File: config.mk
export PLATFORM = sky130hd
export DESIGN_NAME = multi_color_tracker
export DESIGN_NICKNAME = d
export VERILOG_FILES = /design/src/rtl/multi_color_tracker_pkg.sv /design/src/rtl/color_tracker_channel.sv /design/src/rtl/multi_color_tracker.sv
export SDC_FILE = /design/constraint.sdc
export NUM_CORES = 1
export LEC_CHECK = 0
export CAP_MARGIN = 15
export CORE_ASPECT_RATIO = 0.9
export CORE_UTILIZATION = 40
export CTS_CLUSTER_SIZE = 10
export DETAILED_ROUTE_END_ITERATION = 7
export GPL_ROUTABILITY_DRIVEN = 1
export HOLD_SLACK_MARGIN = 0.08
export SYNTH_ARGS = -nofsm -noshare
export SYNTH_HDL_FRONTEND = slang
export SYNTH_SLANG_ARGS = --single-unit
File: constraint.sdc
create_clock -name clk -period 4.9 [get_ports clk]
set_input_delay 0.735 -clock clk [delete_from_list [all_inputs] [get_ports clk]]
set_output_delay 0.735 -clock clk [all_outputs]
set_load 0.005 [all_outputs]
File: src/rtl/multi_color_tracker_pkg.sv
// Shared types and helpers for the multi-channel RGB565 colour tracker.
package multi_color_tracker_pkg;

  localparam int unsigned PIX_W      = 16;
  localparam int unsigned R_W        = 5;
  localparam int unsigned G_W        = 6;
  localparam int unsigned B_W        = 5;
  localparam int unsigned R_LSB      = 11;
  localparam int unsigned G_LSB      = 5;
  localparam int unsigned B_LSB      = 0;
  localparam int unsigned RESET_HALF = 20;

  // One RGB565 pixel or window bound, fields in stream order (R high).
  typedef struct packed {
    logic [R_W-1:0] r;
    logic [G_W-1:0] g;
    logic [B_W-1:0] b;
  } rgb565_t;

  function automatic logic [R_W-1:0] get_r(input logic [PIX_W-1:0] px);
    return px[R_LSB +: R_W];
  endfunction

  function automatic logic [G_W-1:0] get_g(input logic [PIX_W-1:0] px);
    return px[G_LSB +: G_W];
  endfunction

  function automatic logic [B_W-1:0] get_b(input logic [PIX_W-1:0] px);
    return px[B_LSB +: B_W];
  endfunction

  function automatic rgb565_t unpack_rgb565(input logic [PIX_W-1:0] px);
    rgb565_t f;
    f.r = get_r(px);
    f.g = get_g(px);
    f.b = get_b(px);
    return f;
  endfunction

  // Inclusive per-field window test.
  function automatic logic in_window(input rgb565_t px, input rgb565_t lo, input rgb565_t hi);
    return (px.r >= lo.r) && (px.r <= hi.r) &&
           (px.g >= lo.g) && (px.g <= hi.g) &&
           (px.b >= lo.b) && (px.b <= hi.b);
  endfunction

endpackage

File: src/rtl/color_tracker_channel.sv
// One colour channel: window match, run streak, box/count accumulators,
// detection hold-off and the per-frame result registers.
module color_tracker_channel
  import multi_color_tracker_pkg::*;
#(
  parameter int unsigned H_RES       = 320,
  parameter int unsigned V_RES       = 240,
  parameter int unsigned X_W         = 10,
  parameter int unsigned Y_W         = 10,
  parameter int unsigned CNT_W       = 20,
  parameter int unsigned MIN_RUN     = 4,
  parameter int unsigned MIN_COUNT   = 100,
  parameter int unsigned MARGIN      = 4,
  parameter int unsigned HOLD_FRAMES = 2
) (
  input  logic             clk,
  input  logic             rst_n,
  input  logic             line_active_i,
  input  logic             pix_valid_i,
  input  logic             eof_i,
  input  logic [X_W-1:0]   curr_x_i,
  input  logic [Y_W-1:0]   curr_y_i,
  input  rgb565_t          pix_i,
  input  rgb565_t          win_lo_i,
  input  rgb565_t          win_hi_i,
  output logic [X_W-1:0]   obj_x_o,
  output logic [Y_W-1:0]   obj_y_o,
  output logic [X_W-1:0]   obj_half_w_o,
  output logic [Y_W-1:0]   obj_half_h_o,
  output logic [CNT_W-1:0] obj_count_o,
  output logic             obj_detected_o
);

  localparam int unsigned RUN_W  = $clog2(MIN_RUN + 1);
  localparam int unsigned MISS_W = $clog2(HOLD_FRAMES + 2);
  localparam int unsigned CNT_W1 = CNT_W + 1;
  localparam int unsigned X_W1   = X_W + 1;
  localparam int unsigned Y_W1   = Y_W + 1;

  logic [RUN_W-1:0]  streak_q, streak_d;
  logic [CNT_W-1:0]  count_q, count_d;
  logic [X_W-1:0]    x_min_q, x_min_d, x_max_q, x_max_d;
  logic [Y_W-1:0]    y_min_q, y_min_d, y_max_q, y_max_d;
  logic [MISS_W-1:0] miss_q, miss_d;
  logic [X_W-1:0]    obj_x_q, obj_x_d, half_w_q, half_w_d;
  logic [Y_W-1:0]    obj_y_q, obj_y_d, half_h_q, half_h_d;
  logic [CNT_W-1:0]  obj_count_q, obj_count_d;
  logic              det_q, det_d;

  logic              match_c, run_start_c, run_cont_c, hit_c;
  logic [X_W-1:0]    x_start_c, x_lo_c, dx_c;
  logic [Y_W-1:0]    dy_c;
  logic [CNT_W1-1:0] cnt_sum_c;
  logic [X_W1-1:0]   sum_x_c;
  logic [Y_W1-1:0]   sum_y_c;

  // Window match and run classification on the pre-increment streak.
  assign match_c     = in_window(pix_i, win_lo_i, win_hi_i);
  assign run_start_c = line_active_i && pix_valid_i && match_c && (streak_q == RUN_W'(MIN_RUN - 1));
  assign run_cont_c  = line_active_i && pix_valid_i && match_c && (streak_q == RUN_W'(MIN_RUN));

  // A run start back-dates x_min to the first pixel of the run.
  assign x_start_c = (curr_x_i >= X_W'(MIN_RUN - 1)) ? curr_x_i - X_W'(MIN_RUN - 1) : '0;
  assign x_lo_c    = run_start_c ? x_start_c : curr_x_i;
  assign cnt_sum_c = {1'b0, count_q} + (run_start_c ? CNT_W1'(MIN_RUN) : CNT_W1'(1));

  // Frame-end box arithmetic; sums carry one extra bit before halving.
  assign hit_c   = (count_q >= CNT_W'(MIN_COUNT));
  assign sum_x_c = {1'b0, x_min_q} + {1'b0, x_max_q};
  assign sum_y_c = {1'b0, y_min_q} + {1'b0, y_max_q};
  assign dx_c    = x_max_q - x_min_q;
  assign dy_c    = y_max_q - y_min_q;

  // Next-state for streak, accumulators, hold-off and results.
  always_comb begin
    streak_d    = streak_q;
    count_d     = count_q;
    x_min_d     = x_min_q;
    x_max_d     = x_max_q;
    y_min_d     = y_min_q;
    y_max_d     = y_max_q;
    miss_d      = miss_q;
    obj_x_d     = obj_x_q;
    obj_y_d     = obj_y_q;
    half_w_d    = half_w_q;
    half_h_d    = half_h_q;
    obj_count_d = obj_count_q;
    det_d       = det_q;

    if (!line_active_i) begin
      streak_d = '0;
    end else if (pix_valid_i) begin
      if (!match_c) begin
        streak_d = '0;
      end else if (!run_cont_c) begin
        streak_d = streak_q + RUN_W'(1);
      end
    end

    if (run_start_c || run_cont_c) begin
      count_d = cnt_sum_c[CNT_W] ? '1 : cnt_sum_c[CNT_W-1:0];
      if (x_lo_c < x_min_q)   x_min_d = x_lo_c;
      if (curr_x_i > x_max_q) x_max_d = curr_x_i;
      if (curr_y_i < y_min_q) y_min_d = curr_y_i;
      if (curr_y_i > y_max_q) y_max_d = curr_y_i;
    end

    if (eof_i) begin
      obj_count_d = count_q;
      if (hit_c) begin
        obj_x_d  = sum_x_c[X_W:1];
        obj_y_d  = sum_y_c[Y_W:1];
        half_w_d = (dx_c >> 1) + X_W'(MARGIN);
        half_h_d = (dy_c >> 1) + Y_W'(MARGIN);
        det_d    = 1'b1;
        miss_d   = '0;
      end else if (miss_q == MISS_W'(HOLD_FRAMES)) begin
        det_d = 1'b0;
      end else begin
        miss_d = miss_q + MISS_W'(1);
      end
      count_d = '0;
      x_min_d = X_W'(H_RES - 1);
      x_max_d = '0;
      y_min_d = Y_W'(V_RES - 1);
      y_max_d = '0;
    end
  end

  // State registers with synchronous active-low reset.
  always_ff @(posedge clk) begin
    if (!rst_n) begin
      streak_q    <= '0;
      count_q     <= '0;
      x_min_q     <= X_W'(H_RES - 1);
      x_max_q     <= '0;
      y_min_q     <= Y_W'(V_RES - 1);
      y_max_q     <= '0;
      miss_q      <= '0;
      obj_x_q     <= X_W'(H_RES / 2);
      obj_y_q     <= Y_W'(V_RES / 2);
      half_w_q    <= X_W'(RESET_HALF);
      half_h_q    <= Y_W'(RESET_HALF);
      obj_count_q <= '0;
      det_q       <= 1'b0;
    end else begin
      streak_q    <= streak_d;
      count_q     <= count_d;
      x_min_q     <= x_min_d;
      x_max_q     <= x_max_d;
      y_min_q     <= y_min_d;
      y_max_q     <= y_max_d;
      miss_q      <= miss_d;
      obj_x_q     <= obj_x_d;
      obj_y_q     <= obj_y_d;
      half_w_q    <= half_w_d;
      half_h_q    <= half_h_d;
      obj_count_q <= obj_count_d;
      det_q       <= det_d;
    end
  end

  assign obj_x_o        = obj_x_q;
  assign obj_y_o        = obj_y_q;
  assign obj_half_w_o   = half_w_q;
  assign obj_half_h_o   = half_h_q;
  assign obj_count_o    = obj_count_q;
  assign obj_detected_o = det_q;

endmodule

File: src/rtl/multi_color_tracker.sv
// Multi-channel colour-blob tracker: coordinate counters, sync edge
// detection and one color_tracker_channel per colour window.
module multi_color_tracker
  import multi_color_tracker_pkg::*;
#(
  parameter int unsigned NUM_CH      = 2,
  parameter int unsigned H_RES       = 320,
  parameter int unsigned V_RES       = 240,
  parameter int unsigned X_W         = 10,
  parameter int unsigned Y_W         = 10,
  parameter int unsigned CNT_W       = 20,
  parameter int unsigned MIN_RUN     = 4,
  parameter int unsigned MIN_COUNT   = 100,
  parameter int unsigned MARGIN      = 4,
  parameter int unsigned HOLD_FRAMES = 2
) (
  input  logic                    clk,
  input  logic                    rst_n,
  input  logic                    vsync,
  input  logic                    href,
  input  logic                    pixel_valid,
  input  logic [PIX_W-1:0]        pixel_data,
  input  logic [R_W*NUM_CH-1:0]   r_min,
  input  logic [R_W*NUM_CH-1:0]   r_max,
  input  logic [G_W*NUM_CH-1:0]   g_min,
  input  logic [G_W*NUM_CH-1:0]   g_max,
  input  logic [B_W*NUM_CH-1:0]   b_min,
  input  logic [B_W*NUM_CH-1:0]   b_max,
  output logic [X_W*NUM_CH-1:0]   obj_x,
  output logic [Y_W*NUM_CH-1:0]   obj_y,
  output logic [X_W*NUM_CH-1:0]   obj_half_w,
  output logic [Y_W*NUM_CH-1:0]   obj_half_h,
  output logic [CNT_W*NUM_CH-1:0] obj_count,
  output logic [NUM_CH-1:0]       obj_detected,
  output logic                    frame_done
);

  logic           vsync_q, href_q, frame_done_q;
  logic [X_W-1:0] curr_x_q, curr_x_d;
  logic [Y_W-1:0] curr_y_q, curr_y_d;
  logic           eof_c, href_fall_c, line_active_c, pix_valid_c;
  rgb565_t        pix_c;

  // Registered sync edges; frame end is the first cycle vsync is seen low.
  assign eof_c         = vsync_q & ~vsync;
  assign href_fall_c   = href_q & ~href;
  assign line_active_c = vsync & href;
  assign pix_valid_c   = line_active_c & pixel_valid;
  assign pix_c         = unpack_rgb565(pixel_data);

  // Saturating pixel/line coordinates of the pixel currently presented.
  always_comb begin
    curr_x_d = curr_x_q;
    curr_y_d = curr_y_q;
    if (!line_active_c) begin
      curr_x_d = '0;
    end else if (pixel_valid && (curr_x_q != X_W'(H_RES - 1))) begin
      curr_x_d = curr_x_q + X_W'(1);
    end
    if (!vsync) begin
      curr_y_d = '0;
    end else if (href_fall_c && (curr_y_q != Y_W'(V_RES - 1))) begin
      curr_y_d = curr_y_q + Y_W'(1);
    end
  end

  // Coordinate, edge-detect and frame_done registers.
  always_ff @(posedge clk) begin
    if (!rst_n) begin
      vsync_q      <= 1'b0;
      href_q       <= 1'b0;
      frame_done_q <= 1'b0;
      curr_x_q     <= '0;
      curr_y_q     <= '0;
    end else begin
      vsync_q      <= vsync;
      href_q       <= href;
      frame_done_q <= eof_c;
      curr_x_q     <= curr_x_d;
      curr_y_q     <= curr_y_d;
    end
  end

  assign frame_done = frame_done_q;

  for (genvar c = 0; c < NUM_CH; c++) begin : g_ch
    rgb565_t win_lo, win_hi;

    assign win_lo = {r_min[R_W*c +: R_W], g_min[G_W*c +: G_W], b_min[B_W*c +: B_W]};
    assign win_hi = {r_max[R_W*c +: R_W], g_max[G_W*c +: G_W], b_max[B_W*c +: B_W]};

    color_tracker_channel #(
      .H_RES       (H_RES),
      .V_RES       (V_RES),
      .X_W         (X_W),
      .Y_W         (Y_W),
      .CNT_W       (CNT_W),
      .MIN_RUN     (MIN_RUN),
      .MIN_COUNT   (MIN_COUNT),
      .MARGIN      (MARGIN),
      .HOLD_FRAMES (HOLD_FRAMES)
    ) u_ch (
      .clk            (clk),
      .rst_n          (rst_n),
      .line_active_i  (line_active_c),
      .pix_valid_i    (pix_valid_c),
      .eof_i          (eof_c),
      .curr_x_i       (curr_x_q),
      .curr_y_i       (curr_y_q),
      .pix_i          (pix_c),
      .win_lo_i       (win_lo),
      .win_hi_i       (win_hi),
      .obj_x_o        (obj_x[X_W*c +: X_W]),
      .obj_y_o        (obj_y[Y_W*c +: Y_W]),
      .obj_half_w_o   (obj_half_w[X_W*c +: X_W]),
      .obj_half_h_o   (obj_half_h[Y_W*c +: Y_W]),
      .obj_count_o    (obj_count[CNT_W*c +: CNT_W]),
      .obj_detected_o (obj_detected[c])
    );
  end

endmodule

==> metrics.txt <==
FILL cells=about 4200; DR vias/cell=5.305; Area contributors post-synth=dfxtp_1, ha_1, nor2_1, a21oi_1, mux2i_1; DP HPWL=37420 um; Sink Count=~280; Syn Inst Count=roughly 2200; Initial DRT Pass Iterations=5; largest net degree at the start of global routing=72; register area share after synthesis=0.3075; leakage=9.499 nW; Ys Warns=0; area of the multi-input gates=between 10000 and 15000 um^2; Layout Cells excl Fill=2983; row count=73; Post-Syn Area=~18000 um^2; Pins Over Slew Limit=0; layout cells sized above 1=0.07134; CTS H-tree lvls=2; postcts setup bufs=0; Hold Path Class=reg -> reg; status=complete, no violations; Antenna Violating Nets Remaining=0; # Max-Cap Violations=0; crit path DAT=4.98 ns; Starting Density=0.4059; Hold Violations, Final=0; FF+latch area=5505 um^2; Sum Neg Setup Slack=0 ns; Netlist cell types=90; CP startpoint kind=input pin; Async S/R FF share, synth=0; Die Footprint=about 46000 um^2; fmax=between 200 and 250 MHz; DRC=0; leading area contributor after synthesis=dfxtp_1; most frequent cells in the layout=dfxtp_1, ha_1, nor2_1, clkdlybuf4s50_1, nand2_1; Hold Worst Slack=between 0.4 and 0.5 ns; switch share=0.2274; Logic pwr share=0.062; Synth Flop Type=dfxtp_1; NetSw=~1.1 mW; via count=approximately 16000; Synth top area share=0.3075; initial drt markers=858; Placed Area=between 20000 and 25000 um^2; Clk Latency, worst-skew pair=approximately 0.55 ns; Avg Inst Size Synth=8.274 um^2; commonest non-fill, non-tap cell in the layout=dfxtp_1; Chip Height=202.7 um; worst-path fanout max=10; area delta synth->final=22.36%; final instance area=roughly 22000 um^2; critical setup path kind=in -> reg; clock share of power=0.492; #FFs+latches synth=around 280; Port Buffers=207; grt ovf=0; Worst-Margin Slew=around 1.1 ns; gp weighted congestion=0.8790; Sequential Power Share=0.446; Tcrit/Tclk final=0.9329; CTS resizes=0; Chip Width=approximately 230 um; max_slew headroom=0.2830; Final Setup Violations=0; CTS clk-pin slew, worst paths=approximately 0.060 ns; critical path capture point type=register; n_diodes=0; nets=roughly 2700; P_int=between 3 and 4 mW; Final min period=4.571 ns; WL final=just under 50000 um; EDFF count, synth=0; RSZ-0062 raised after global routing=false; CTS max path bufs=3; cts bufs inserted=35; first-pass GRT wire length=78780 um; cell area power density=229.7 nW/um^2; average routed wire per standard cell=roughly 16 um; Ports=roughly 210; dpl cells=between 2000 and 3000; CTS root buf=clkbuf_16; core area=44120 um^2; Post-Syn Nets=roughly 2500; GRT Overall Usage=0.2111; Worst Skew=between 0.02 and 0.025 ns; initial antenna violation count=2; IR drop worst, VDD=around 0.00018 V; vias in the first global route=15400; # hold bufs at CTS=0; critical path required time=around 5.3 ns; CTS tree=yes
[Yosys cell counts (all sizes together) (8+ instances only)]
cell type  number
buf            23
o21ai          77
dfxtp         275
a211oi         33
a21oi         155
nor2          220
ha            228
o211ai         19
o41ai          10
o31ai          11
nor3           51
o21bai         15
nand2         198
mux2           10
nand4          37
a21o           31
nor3b           8
xor2           40
inv           172
o21a           12
and3           21
nand2b         15
nor2b          30
and4           10
a31oi          23
nor4           28
mux2i          74
xnor2          58
and2           19
or3            15
clkbuf         82
fa              8
nand3          55
[worst paths after layout]
| check | from | endpoint | slack [ns] | depth (start not counted) |
|---|---|---|---|---|
| min reg2reg | g_ch[0].u_ch.obj_half_h_o[1] | g_ch[0].u_ch.obj_half_h_o[1] | 0.45 | 2 |
| max reg2reg | curr_x_q[1] | g_ch[0].u_ch.x_min_q[0] | 0.96 | 14 |
| min | g_ch[0].u_ch.obj_half_h_o[1] | g_ch[0].u_ch.obj_half_h_o[1] | 0.45 | 2 |
| max | pixel_data[13] | g_ch[0].u_ch.x_min_q[0] | 0.33 | 17 |
[registers in the layout, indices dropped and copies added, names as in the netlist, 6 cells and up]
| register | count |
|---|---|
| curr_x_q | 10 |
| curr_y_q | 10 |
| g_ch.u_ch.count_q | 40 |
| g_ch.u_ch.obj_count_o | 40 |
| g_ch.u_ch.obj_half_h_o | 20 |
| g_ch.u_ch.obj_half_w_o | 20 |
| g_ch.u_ch.obj_x_o | 20 |
| g_ch.u_ch.obj_y_o | 20 |
| g_ch.u_ch.streak_q | 6 |
| g_ch.u_ch.x_max_q | 20 |
| g_ch.u_ch.x_min_q | 20 |
| g_ch.u_ch.y_max_q | 20 |
| g_ch.u_ch.y_min_q | 20 |
[worst max-delay path, stage by stage]
cell and delay (ns):
clkdlybuf4s50_1 0.51, ha_1 0.35, o21ai_1 0.15, a21oi_1 0.06
o31ai_1 0.27, nand4_2 0.30, nor4_1 0.30, mux2_2 0.41
ha_1 0.18, a21o_1 0.17, a21o_1 0.18, a211o_1 0.29
o211ai_1 0.09, a21oi_1 0.10, or3b_1 0.51, a2111oi_2 0.27
o21ai_0 0.11
[per-layer routing]
metal  GRT usage  vias up  routed length [um]
met1      0.2858     7418               23460
met4     0.05296        0                 901
li1            -     8014                   -
met3     0.03300       65                2171
met5           0        -                   0
met2      0.3488      328               22150
[final cells by class]
type,count,area share
clock inverter,5,0.004112
timing repair buffer,274,0.1179
sequential,275,0.2513
multi-input combinational,1611,0.5178
clock buffer,45,0.04495
tap,600,0.03427
inverter,173,0.02970
[power groups by stage]
stage                     combinational (mW)  clock, mW  sequential [mW]
final                                  0.314       2.48             2.24
after detailed placement               0.318          0             2.29
after global routing                   0.349       2.62             2.24
after CTS                              0.319       2.54             2.24
after floorplan                        0.162          0             2.29
after global placement                 0.309          0             2.29
[metrics by stage]
step | total power [mW] | setup slack (ns) | utilization
global placement | 2.599 | -0.07957 | 0.4722
global route | 5.213 | 0.04308 | 0.4966
finish | 5.032 | 0.3286 | 0.4966
CTS | 5.097 | 0.3502 | 0.4966
floorplan | 2.450 | 0.4328 | -
detailed placement | 2.607 | -0.2215 | 0.4722
[cells by family after synthesis]
logic type	count (synthesis)	share of synthesized area
buffers and inverters	278	0.06087
AOI/OAI and AO/OA	456	0.1656
and+or+nand+nor	737	0.2022
DFF	275	0.3075
adders and majority gates	236	0.1683
xor gates and xnor gates	98	0.04794
muxes	84	0.04766
Power figures use the tool's default switching activity.
